===== src/rtl/sipo_pixel_capture.sv =====
// Serial-to-parallel receiver for the VGA pixel stream: rebuilds MSB-first bytes inside the
// delayed display window and queues them in a first-word-fall-through FIFO. Optional: SIPO_PARTIAL_FLUSH_EN.
module sipo_pixel_capture #(
  parameter int ALIGN_DELAY = 1,
  parameter int ADDR_W      = 4
) (
  input  logic       vga_clk,
  input  logic       reset,
  input  logic       display_area,
  input  logic       serial_input,
  output logic [7:0] out_data,
  output logic       out_valid,
  input  logic       out_ready,
  output logic [7:0] line_bytes,
  output logic       overflow,
  input  logic       clear_overflow
);

  localparam int              DEPTH   = 1 << ADDR_W;
  localparam logic [ADDR_W:0] PTR_ONE = 1;

  logic              w_win;
  logic              w_win_rise;
  logic              w_complete;
  logic [7:0]        w_byte;
  logic              w_push;
  logic [7:0]        w_push_data;
  logic              w_empty;
  logic              w_full;
  logic              w_rd_en;
  logic              w_wr_en;
  logic              w_drop;

  logic              r_win_prev;
  logic [2:0]        r_cnt;
  logic [6:0]        r_shift;
  logic [ADDR_W:0]   r_wr_ptr;
  logic [ADDR_W:0]   r_rd_ptr;
  logic [7:0]        r_line_bytes;
  logic              r_overflow;
  logic [7:0]        r_mem [0:DEPTH-1];

  // Window alignment: display_area delayed to match the serializer's output latency.
  generate
    if (ALIGN_DELAY == 0) begin : g_no_delay
      assign w_win = display_area;
    end else begin : g_delay
      logic [ALIGN_DELAY-1:0] r_dly;
      for (genvar gi = 0; gi < ALIGN_DELAY; gi++) begin : g_stage
        if (gi == 0) begin : g_first
          always_ff @(posedge vga_clk or posedge reset) begin
            if (reset) r_dly[gi] <= 1'b0;
            else       r_dly[gi] <= display_area;
          end
        end else begin : g_next
          always_ff @(posedge vga_clk or posedge reset) begin
            if (reset) r_dly[gi] <= 1'b0;
            else       r_dly[gi] <= r_dly[gi-1];
          end
        end
      end
      assign w_win = r_dly[ALIGN_DELAY-1];
    end
  endgenerate

  assign w_win_rise = w_win & ~r_win_prev;
  assign w_complete = w_win && (r_cnt == 3'd7);
  assign w_byte     = {r_shift, serial_input};

`ifdef SIPO_PARTIAL_FLUSH_EN
  logic       w_flush;
  logic [7:0] w_partial;
  // Counter is only non-zero with win low on the first cycle after the window closes.
  assign w_flush   = !w_win && (r_cnt != 3'd0);
  assign w_partial = {r_shift, 1'b0} << (3'd7 - r_cnt);
`endif

  always_comb begin
    w_push      = w_complete;
    w_push_data = w_byte;
`ifdef SIPO_PARTIAL_FLUSH_EN
    if (w_flush) begin
      w_push      = 1'b1;
      w_push_data = w_partial;
    end
`endif
  end

  assign w_empty = (r_wr_ptr == r_rd_ptr);
  assign w_full  = (r_wr_ptr[ADDR_W] != r_rd_ptr[ADDR_W]) &&
                   (r_wr_ptr[ADDR_W-1:0] == r_rd_ptr[ADDR_W-1:0]);
  assign w_rd_en = ~w_empty & out_ready;
  // A read on the same edge frees a slot, so a full FIFO still accepts the write.
  assign w_wr_en = w_push & (~w_full | w_rd_en);
  assign w_drop  = w_push & w_full & ~w_rd_en;

  always_ff @(posedge vga_clk or posedge reset) begin
    if (reset) begin
      r_win_prev   <= 1'b0;
      r_cnt        <= 3'd0;
      r_shift      <= 7'd0;
      r_wr_ptr     <= '0;
      r_rd_ptr     <= '0;
      r_line_bytes <= 8'd0;
      r_overflow   <= 1'b0;
    end else begin
      r_win_prev <= w_win;
      if (w_win) begin
        r_shift <= w_byte[6:0];
        r_cnt   <= r_cnt + 3'd1;
      end else begin
        r_cnt <= 3'd0;
      end
      if (w_wr_en) r_wr_ptr <= r_wr_ptr + PTR_ONE;
      if (w_rd_en) r_rd_ptr <= r_rd_ptr + PTR_ONE;
      if (w_win_rise)
        r_line_bytes <= 8'd0;
      else if (w_push && (r_line_bytes != 8'hFF))
        r_line_bytes <= r_line_bytes + 8'd1;
      if (w_drop)
        r_overflow <= 1'b1;
      else if (clear_overflow)
        r_overflow <= 1'b0;
    end
  end

  always_ff @(posedge vga_clk) begin
    if (w_wr_en) r_mem[r_wr_ptr[ADDR_W-1:0]] <= w_push_data;
  end

  assign out_valid  = ~w_empty;
  assign out_data   = w_empty ? 8'd0 : r_mem[r_rd_ptr[ADDR_W-1:0]];
  assign line_bytes = r_line_bytes;
  assign overflow   = r_overflow;

endmodule


===== config.mk =====
export PLATFORM = sky130hd
export DESIGN_NAME = sipo_pixel_capture
export DESIGN_NICKNAME = d
export VERILOG_FILES = /design/src/rtl/sipo_pixel_capture.sv
export SDC_FILE = /design/constraint.sdc
export NUM_CORES = 1
export LEC_CHECK = 0
export ABC_CLOCK_PERIOD_IN_PS = 1930
export CORE_MARGIN = 2
export CORE_UTILIZATION = 54
export DETAILED_ROUTE_END_ITERATION = 12
export GPL_ROUTABILITY_DRIVEN = 0
export PLACE_DENSITY = 0.72
export SYNTH_ARGS = -nofsm -noshare
export SYNTH_HDL_FRONTEND = slang
export SYNTH_SLANG_ARGS = --single-unit

===== constraint.sdc =====
create_clock -name vga_clk -period 1.93 [get_ports vga_clk]
set_clock_uncertainty 0.05 [all_clocks]
set_input_delay 0.193 -clock vga_clk [delete_from_list [all_inputs] [get_ports vga_clk]]
set_output_delay 0.193 -clock vga_clk [all_outputs]
set_load 0.02 [all_outputs]

==> flow_summary.toml, run 1 <==
[yosys]
postSynthAreaPerCell_um2 = 18.5
synth-edff-count = 128
synthesis.area_mm2 = 0.00643
synth_nets = 361
ys_async_sr_fraction_pct = 19.5
yosys.area.top_type_share_pct = 59.8
synth_top_flop_cell = "edfxtp_1"
muxShareOfSynthArea_pct = 12.9
synthDistinctLibCells = 40
yosys-top-cells-count = "128 x edfxtp_1, 32 x mux4_2, 31 x dfrtp_1"
synth-seq-cells = 159
synth_top_family_by_area = "multiplexers"
synthAdderAreaFrac_pct = 1.56
yosysSeqAreaShare_pct = 71.9
synth-compound-area-share_pct = 4.52
synth_largest_area_cell = "edfxtp_1"
yosys.area_share.simple_pct = 4.79
netlist_instances = 347
synth-xor-area-share_pct = 2.43
yosysMostFrequentCell = "edfxtp_1"
synth-warning-count = 0
ys_top_cells_by_area = "edfxtp_1 60%, dfrtp_1 12%, mux4_2 11%"

[critical_path]
worstSetupPathType = "flop to primary output"
crit_path_end_kind = "primary output"
worstPathRequired_ns = 1.69
path_max_fanout = 8
critPathLaunchType = "flop"
cp_data_arrival_time_ns = 2.09
ff2ff_setup_slack_ns = -0.34

[layout]
fillers = 715
synthToLayoutAreaGrowth_pct = 25.5
drive_above_1_share_pct = 40.8
nets = 430
design_area_mm2 = 0.00806
ff_latch_area_mm2 = 0.00462
layout.cells.non_filler = 572
antenna_cells = 0
multi_input_area_mm2 = 0.00196

[global_routing]
grt_antenna_before_repair = 0
first_global_vias = 3618
grt_first_pass_wirelength_um = 20100
globalRouteOverflowTotal = 0
grtUsageTotal_pct = 21.5
grt_max_degree = 32

[clock_tree]
clockRootBuffer = "clkbuf_16"
holdBufCountCts = 0
htreeDepth = 4
cts_buffers = 17
insertion_delay_ns = 0.42
path_clk_slew_ns = 0.06
cts.sinks = 159
clockBufferDepth = 2
cts_tree = "built"

[floorplan]
die_y_um = 113
core-area_mm2 = 0.0115
die_area_mm2 = 0.0128
die_w_um = 113
start_util_pct = 55.8
io_pins = 24
core.rowCount = 39

[timing]
slew_headroom_pct = 57.7
setup_violations = 140
rsz0062_at_grt = "true"
tns_ns = -35.49
clock.fmax_ghz = 0.429
final_hold_viol_count = 0
worst_pin_slew_ns = 0.634
fin_ws_ns = -0.399
post-route-min-period_ns = 2.33
finalCritPeriodShare_pct = 121
slew_viol_final = 0

[placement]
placed_cell_area_mm2 = 0.00725
dpl.hpwl_um = 8020
port_buffers = 23
dp_slack_ns = -0.391
placed_cells = 535

[drt]
drt_pass1_iterations = 9
wl_per_cell_um = 21.8
routed_wl_um = 12400
antenna_left = 0
viasPerCell = 5.84
drcViolationCount = 1
drt_iter0_drc = 229
dr_total_vias = 3340

[power]
power_leakage_nw = 2.81
totalPowerFinal_w = 0.0108
ir_worst_vdd_mv = 0.761
powerDensity_mw_per_mm2 = 1340

[job]
cap_violations = 0

[outcome]
violations = "design-rule violations, negative setup slack"
status = "complete, but fails checks"

[hold_path]
hp-class = "primary input to async pin"
worst paths after layout:
kind | startpoint | end | depth (start not counted)
setup reg to reg | r_rd_ptr[0] | r_mem[4][3] | 10
hold reg to reg | r_cnt[0] | r_cnt[0] | 1
setup / recovery | r_rd_ptr[0] | out_data[1] | 6
min in group vga_clk | display_area | g_delay.r_dly | 1
max in group asynchronous | reset | r_rd_ptr[0] | 3
hold / removal | reset | r_cnt[2] | 3
final cells by class:
type	instances	area share, %
Tap cell	143	2.22
Inverter	8	0.372
Sequential cell	159	57.3
Clock buffer	20	5.42
Timing Repair Buffer	69	8.94
Clock inverter	12	1.49
Multi-Input combinational cell	161	24.3
registers in the layout, indices dropped and copies added (netlist names):
register and count:
g_delay.r_dly 1, line_bytes 8, r_win_prev 1, r_rd_ptr 5, r_cnt 3, r_mem 128, r_wr_ptr 5, r_shift 7
overflow 1
where the power goes:
group | leakage (nW) | internal (W) | total (W) | switching [W]
clock network | 0.267 | 0.00188 | 0.00312 | 0.00124
logic | 1.01 | 0.00184 | 0.00344 | 0.00160
registers | 1.53 | 0.00397 | 0.00424 | 0.000278
total | 2.81 | 0.00770 | 0.0108 | 0.00311
critical path, stage by stage, from the launching register on:
cell and delay [ns]:
dfrtp_2 0.43, buf_12 0.13, buf_12 0.13, mux4_2 0.51, a22oi_2 0.24, a21oi_2 0.09, buf_6 0.13
cell usage in the layout, fill, tap and decap left out, types with 9 or more instances in the layout:
cell,Yosys,routed
a22oi_2,0,15
buf_4,0,28
dfrtp_1,31,30
edfxtp_1,128,128
mux4_2,32,32
buf_6,1,16
buf_12,0,9
and3_4,0,12
xor2_1,12,9
clkbuf_16,0,17
clkdlybuf4s50_1,0,14
routing by layer:
layer | wire length [um] | vias to the layer above | GRT usage [%]
met5 | 0 | - | 0
met4 | 170 | 0 | 7.15
met3 | 348 | 13 | 5.03
met2 | 6450 | 64 | 35.1
met1 | 5480 | 1752 | 29.2
li1 | - | 1511 | -
through the flow:
stage / hold slack (ns) / util (%)
floorplan: 0.174 / -
global placement: 0.370 / 62.9
detailed placement: 0.379 / 62.9
CTS: 0.135 / 69.2
global route: 0.165 / 70.0
finish: 0.118 / 70.0
what timing repair did:
| action | CTS | global route |
|---|---|---|
| gates cloned | 1 | 0 |
| pin swaps | 13 | 17 |
| resized for setup | 77 | 34 |
| setup endpoints to repair | 139 | 144 |
| endpoints found under the hold margin | 0 | 0 |
| buffers inserted | 10 | 4 |
cell families after synthesis:
group                    count (synthesis)
multiplexers                            42
XOR/XNOR                                17
buffers and inverters                   27
AND/OR/NAND/NOR                         52
adder cells (fa/ha/maj)                  8
flip-flops                             159
AO/OA/AOI/OAI                           42
Power figures use the tool's default switching activity.
==> inputs of run 2 (changes only) <==
--- a/config.mk
+++ b/config.mk
@@ -7,8 +7,8 @@
 export LEC_CHECK = 0
-export ABC_CLOCK_PERIOD_IN_PS = 1930
+export ABC_CLOCK_PERIOD_IN_PS = 2200
 export CORE_MARGIN = 2
-export CORE_UTILIZATION = 54
+export CORE_UTILIZATION = 55
 export DETAILED_ROUTE_END_ITERATION = 12
 export GPL_ROUTABILITY_DRIVEN = 0
-export PLACE_DENSITY = 0.72
+export PLACE_DENSITY = 0.7
 export SYNTH_ARGS = -nofsm -noshare
==> constraint.sdc (replaced) <==
create_clock -name vga_clk -period 2.2 [get_ports vga_clk]
set_clock_uncertainty 0.05 [all_clocks]
set_input_delay 0.44 -clock vga_clk [delete_from_list [all_inputs] [get_ports vga_clk]]
set_output_delay 0.44 -clock vga_clk [all_outputs]
set_load 0.02 [all_outputs]
==> flow_summary.toml, run 2 (synthesis results as in run 1) <==
[clock_tree]
path_clk_slew_ns = 0.06
insertion_delay_ns = 0.42
holdBufCountCts = 0
clockRootBuffer = "clkbuf_16"
clockBufferDepth = 2
cts_tree = "built"
cts.sinks = 159
htreeDepth = 4
cts_buffers = 17

[critical_path]
worstPathRequired_ns = 1.71
worst_path_most_repeated_cell = "buf_12"
crit_path_end_kind = "primary output"
worstSetupPathType = "flop to primary output"
worst-path-buf-inv = 4
critPathLaunchType = "flop"
path_cells = "buf_6 -> buf_12 -> buf_12 -> mux4_2 -> a22oi_2 -> a21oi_1 -> buf_4"
max_stage_delay_ns = 0.51
r2r_start = "r_rd_ptr[0]"
crit_start = "r_rd_ptr[0]"
crit_family = "buffers and inverters"
crit_slowest_cell = "mux4_2"
cp_data_arrival_time_ns = 2.21
ff2ff_setup_slack_ns = 0.08
path_max_fanout = 6

[global_routing]
grtUsageTotal_pct = 23.4
grt_max_degree = 32
grt_first_pass_wirelength_um = 21200
grt_antenna_before_repair = 0
globalRouteOverflowTotal = 0
first_global_vias = 3749

[timing]
worst_pin_slew_ns = 0.703
post-route-min-period_ns = 2.70
slew_headroom_pct = 53.1
slew_viol_final = 0
whs_ns = 0.339
rsz0062_at_grt = "true"
finalCritPeriodShare_pct = 123
fin_ws_ns = -0.503
clock.fmax_ghz = 0.370
setup_violations = 9
final_hold_viol_count = 0

[layout]
final_cell_mix = "128 x edfxtp_1, 43 x buf_4, 32 x mux4_2, 29 x dfrtp_1, 22 x buf_12"
synthToLayoutAreaGrowth_pct = 29.9
antenna_cells = 0
layout_commonest_cell = "edfxtp_1"
ff_latch_area_mm2 = 0.00462
largest_reg_flops = 128
fillers = 681
multi_input_area_mm2 = 0.00185
nets = 455
drive_above_1_share_pct = 41.0

[floorplan]
start_util_pct = 56.3
core-area_mm2 = 0.0114
io_pins = 24
core.rowCount = 39
die_w_um = 112
die_area_mm2 = 0.0126
die_y_um = 112

[drt]
viasPerCell = 6.02
dr_total_vias = 3592
wl_per_cell_um = 23.2
routed_wl_um = 13800
drcViolationCount = 0
antenna_left = 0
drt_pass1_iterations = 4
drt_iter0_drc = 317

[job]
cap_violations = 0

[placement]
dpl.hpwl_um = 8420
port_buffers = 23

[power]
p_sw_share_pct = 29.8
powerDensity_mw_per_mm2 = 1200
clkPwrFrac_pct = 30.0
p_switching_w = 0.00299
power_leakage_nw = 2.99
power_frac_comb_pct = 32.7
p_seq_share_pct = 37.3
ir_worst_vdd_mv = 0.939
intPower_w = 0.00705
totalPowerFinal_w = 0.0100

[hold_path]
hp-class = "primary input to async pin"

[outcome]
status = "complete, but fails checks"
violations = "negative setup slack"
[run 2: path summary, 6_finish.rpt]
path | end | cells past startpoint
setup / recovery | out_data[2] | 7
hold reg to reg | r_cnt[0] | 1
max in group asynchronous | r_rd_ptr[1] | 3
hold / removal | r_cnt[1] | 3
setup reg to reg | r_mem[11][3] | 9
min in group vga_clk | r_cnt[0] | 1
[run 2: routing by layer]
layer | vias up | track usage (%) | routed length, um | part of all wire (%)
met1 | 1869 | 31.5 | 5680 | 41
met3 | 26 | 4.64 | 777 | 5.6
met4 | 0 | 9.67 | 337 | 2.4
met5 | - | 0 | 0 | 0
li1 | 1568 | - | - | -
met2 | 129 | 38.0 | 7040 | 51
[run 2: metrics by stage]
stage | instance area, um^2 | std cells | util, % | worst slack, ns | TNS (ns)
after floorplan | 6430 | 347 | - | 0.0574 | 0
after global placement | 7390 | 548 | 64.7 | -0.427 | -3.59
after detailed placement | 7390 | 548 | 64.7 | -0.468 | -7.10
after CTS | 8210 | 591 | 71.9 | -0.503 | -3.82
after global routing | 8350 | 597 | 73.1 | -0.575 | -4.53
final | 8350 | 597 | 73.1 | -0.503 | -3.94
[run 2: repair_timing]
| item | 4_1_cts | 5_1_grt |
|---|---|---|
| buffers inserted | 10 | 6 |
| endpoints found under the setup margin | 105 | 115 |
| cloned | 1 | 1 |
| gates resized for setup | 71 | 24 |
| pin swaps | 14 | 11 |
[run 2: layout make-up]
type                    instances  share of cell area, %
multi-input cells             162                   22.2
clock inverters                15                   2.20
inverters                       8                  0.360
flip-flops and latches        159                   55.4
clock buffers                  17                   5.10
repair buffers                 93                   12.7
well taps                     143                   2.14
[run 2: worst min-delay path, cell delays in order]
cell,delay [ns]
clkdlybuf4s50_1,0.40
inv_1,0.05
buf_4,0.35
[run 2: power groups by stage]
stage                     combinational, W  clock [W]  sequential (W)
after global routing               0.00349    0.00317         0.00377
after floorplan                    0.00159          0         0.00366
final                              0.00329    0.00301         0.00374
after global placement             0.00261          0         0.00378
after CTS                          0.00303    0.00304         0.00374
after detailed placement           0.00265          0         0.00380
==> inputs of run 3 (changes only) <==
- CORE_UTILIZATION: 55 -> 40
- PLACE_DENSITY: 0.7 -> 0.53
==> flow_summary.toml, run 3 (synthesis results as in run 1) <==
[outcome]
status = "complete, but fails checks"
violations = "negative setup slack"

[global_routing]
use_met3_pct = 3.62
first_global_vias = 3574
grtUsageTotal_pct = 16.6
grt_first_pass_wirelength_um = 20300
globalRouteOverflowTotal = 0
gr-usage-met2_pct = 27.5
grt_antenna_before_repair = 0
busiest_layer = "met2"
grt_max_degree = 32
grt_use_met1_pct = 21.8

[timing]
clock.fmax_ghz = 0.386
whs_ns = 0.349
rsz0062_at_grt = "true"
setup_violations = 9
finalCritPeriodShare_pct = 118
post-route-min-period_ns = 2.59
final_hold_viol_count = 0
slew_viol_final = 0
fin_ws_ns = -0.391
slew_headroom_pct = 55.0
worst_pin_slew_ns = 0.675

[critical_path]
path_max_fanout = 7
worstPathRequired_ns = 1.71
crit_path_end_kind = "primary output"
cp_data_arrival_time_ns = 2.10
worstSetupPathType = "flop to primary output"
critPathLaunchType = "flop"

[job]
cap_violations = 0

[drt]
drt_iter0_drc = 208
viasPerCell = 5.08
antenna_left = 0
routed_wl_um = 12700
drcViolationCount = 0
dr_total_vias = 3357
drt_pass1_iterations = 6
wl_per_cell_um = 19.2

[floorplan]
die_w_um = 131
die_y_um = 131
core-area_mm2 = 0.0158
start_util_pct = 40.7
io_pins = 24
die_area_mm2 = 0.0171
core.rowCount = 46

[placement]
dpl.hpwl_um = 8440
placed_cell_area_mm2 = 0.00747
port_buffers = 23

[clock_tree]
clockBufferDepth = 2
cts_buffers = 17
path_clk_slew_ns = 0.06
insertion_delay_ns = 0.42
cts_tree = "built"
htreeDepth = 4
clockRootBuffer = "clkbuf_16"
cts.sinks = 159
holdBufCountCts = 0

[layout]
design_area_mm2 = 0.00832
final_cell_mix = "128 x edfxtp_1, 35 x buf_4, 32 x mux4_2, 30 x dfrtp_1, 21 x buf_12"
layout_commonest_cell = "edfxtp_1"
antenna_cells = 0
final_util_pct = 52.8
synthToLayoutAreaGrowth_pct = 29.5
drive_above_1_share_pct = 39.3
largest_reg_flops = 128
nets = 446

[hold_path]
hp-class = "primary input to async pin"

[power]
powerDensity_mw_per_mm2 = 1160
ir_worst_vdd_mv = 0.537
totalPowerFinal_w = 0.00969
power_leakage_nw = 2.93
[run 3: worst paths after layout]
check,startpoint,end,slack (ns),cells after the start
worst min-delay path,reset,r_shift[5],0.35,3
max in group asynchronous,reset,r_rd_ptr[0],1.42,3
min in group vga_clk,r_cnt[0],r_cnt[0],0.40,1
worst max-delay path,r_rd_ptr[0],out_data[1],-0.39,7
worst max register to register,r_rd_ptr[0],r_mem[6][1],0.09,9
worst min register to register,r_cnt[0],r_cnt[0],0.40,1
[run 3: critical path, stage by stage (launching register included)]
cell and delay [ns]:
dfrtp_2 0.37, buf_12 0.14, buf_6 0.11, buf_6 0.09, mux4_2 0.49, a22oi_2 0.20, a21oi_2 0.12, buf_6 0.15
[run 3: layout make-up]
class	instances	area, um^2
inverters	8	30.0
clock buffers	18	429
repair buffers	85	1000
well taps	216	270
multi-input cells	161	1820
fillers	1298	7450
flip-flops and latches	159	4620
clock inverters	14	155
[run 3: layer usage]
metal  share of wire (%)  up-vias
li1                    -     1553
met1                  45     1734
met2                  50       56
met3                 3.1       14
met4                 1.5        0
met5                   0        -
[run 3: power by group]
part           total [W]  internal, W  switching [W]
clock            0.00289      0.00169        0.00120
sequential       0.00370      0.00348       0.000220
combinational    0.00310      0.00166        0.00144
[run 3: metrics by stage]
step           TNS [ns]  setup WS, ns  cells
2_1_floorplan         0        0.0574    347
3_3_place_gp      -4.07        -0.501    620
5_1_grt           -3.87        -0.461    661
4_1_cts           -3.70        -0.463    660
3_5_place_dp      -4.10        -0.493    620
6_report          -3.18        -0.391    661
[run 3: timing repair]
| item | 4_1_cts | 5_1_grt |
|---|---|---|
| setup buffers | 9 | 2 |
| resized for setup | 75 | 17 |
| pin swaps | 13 | 10 |
| cloned | 1 | 1 |
| setup endpoints to repair | 9 | 138 |
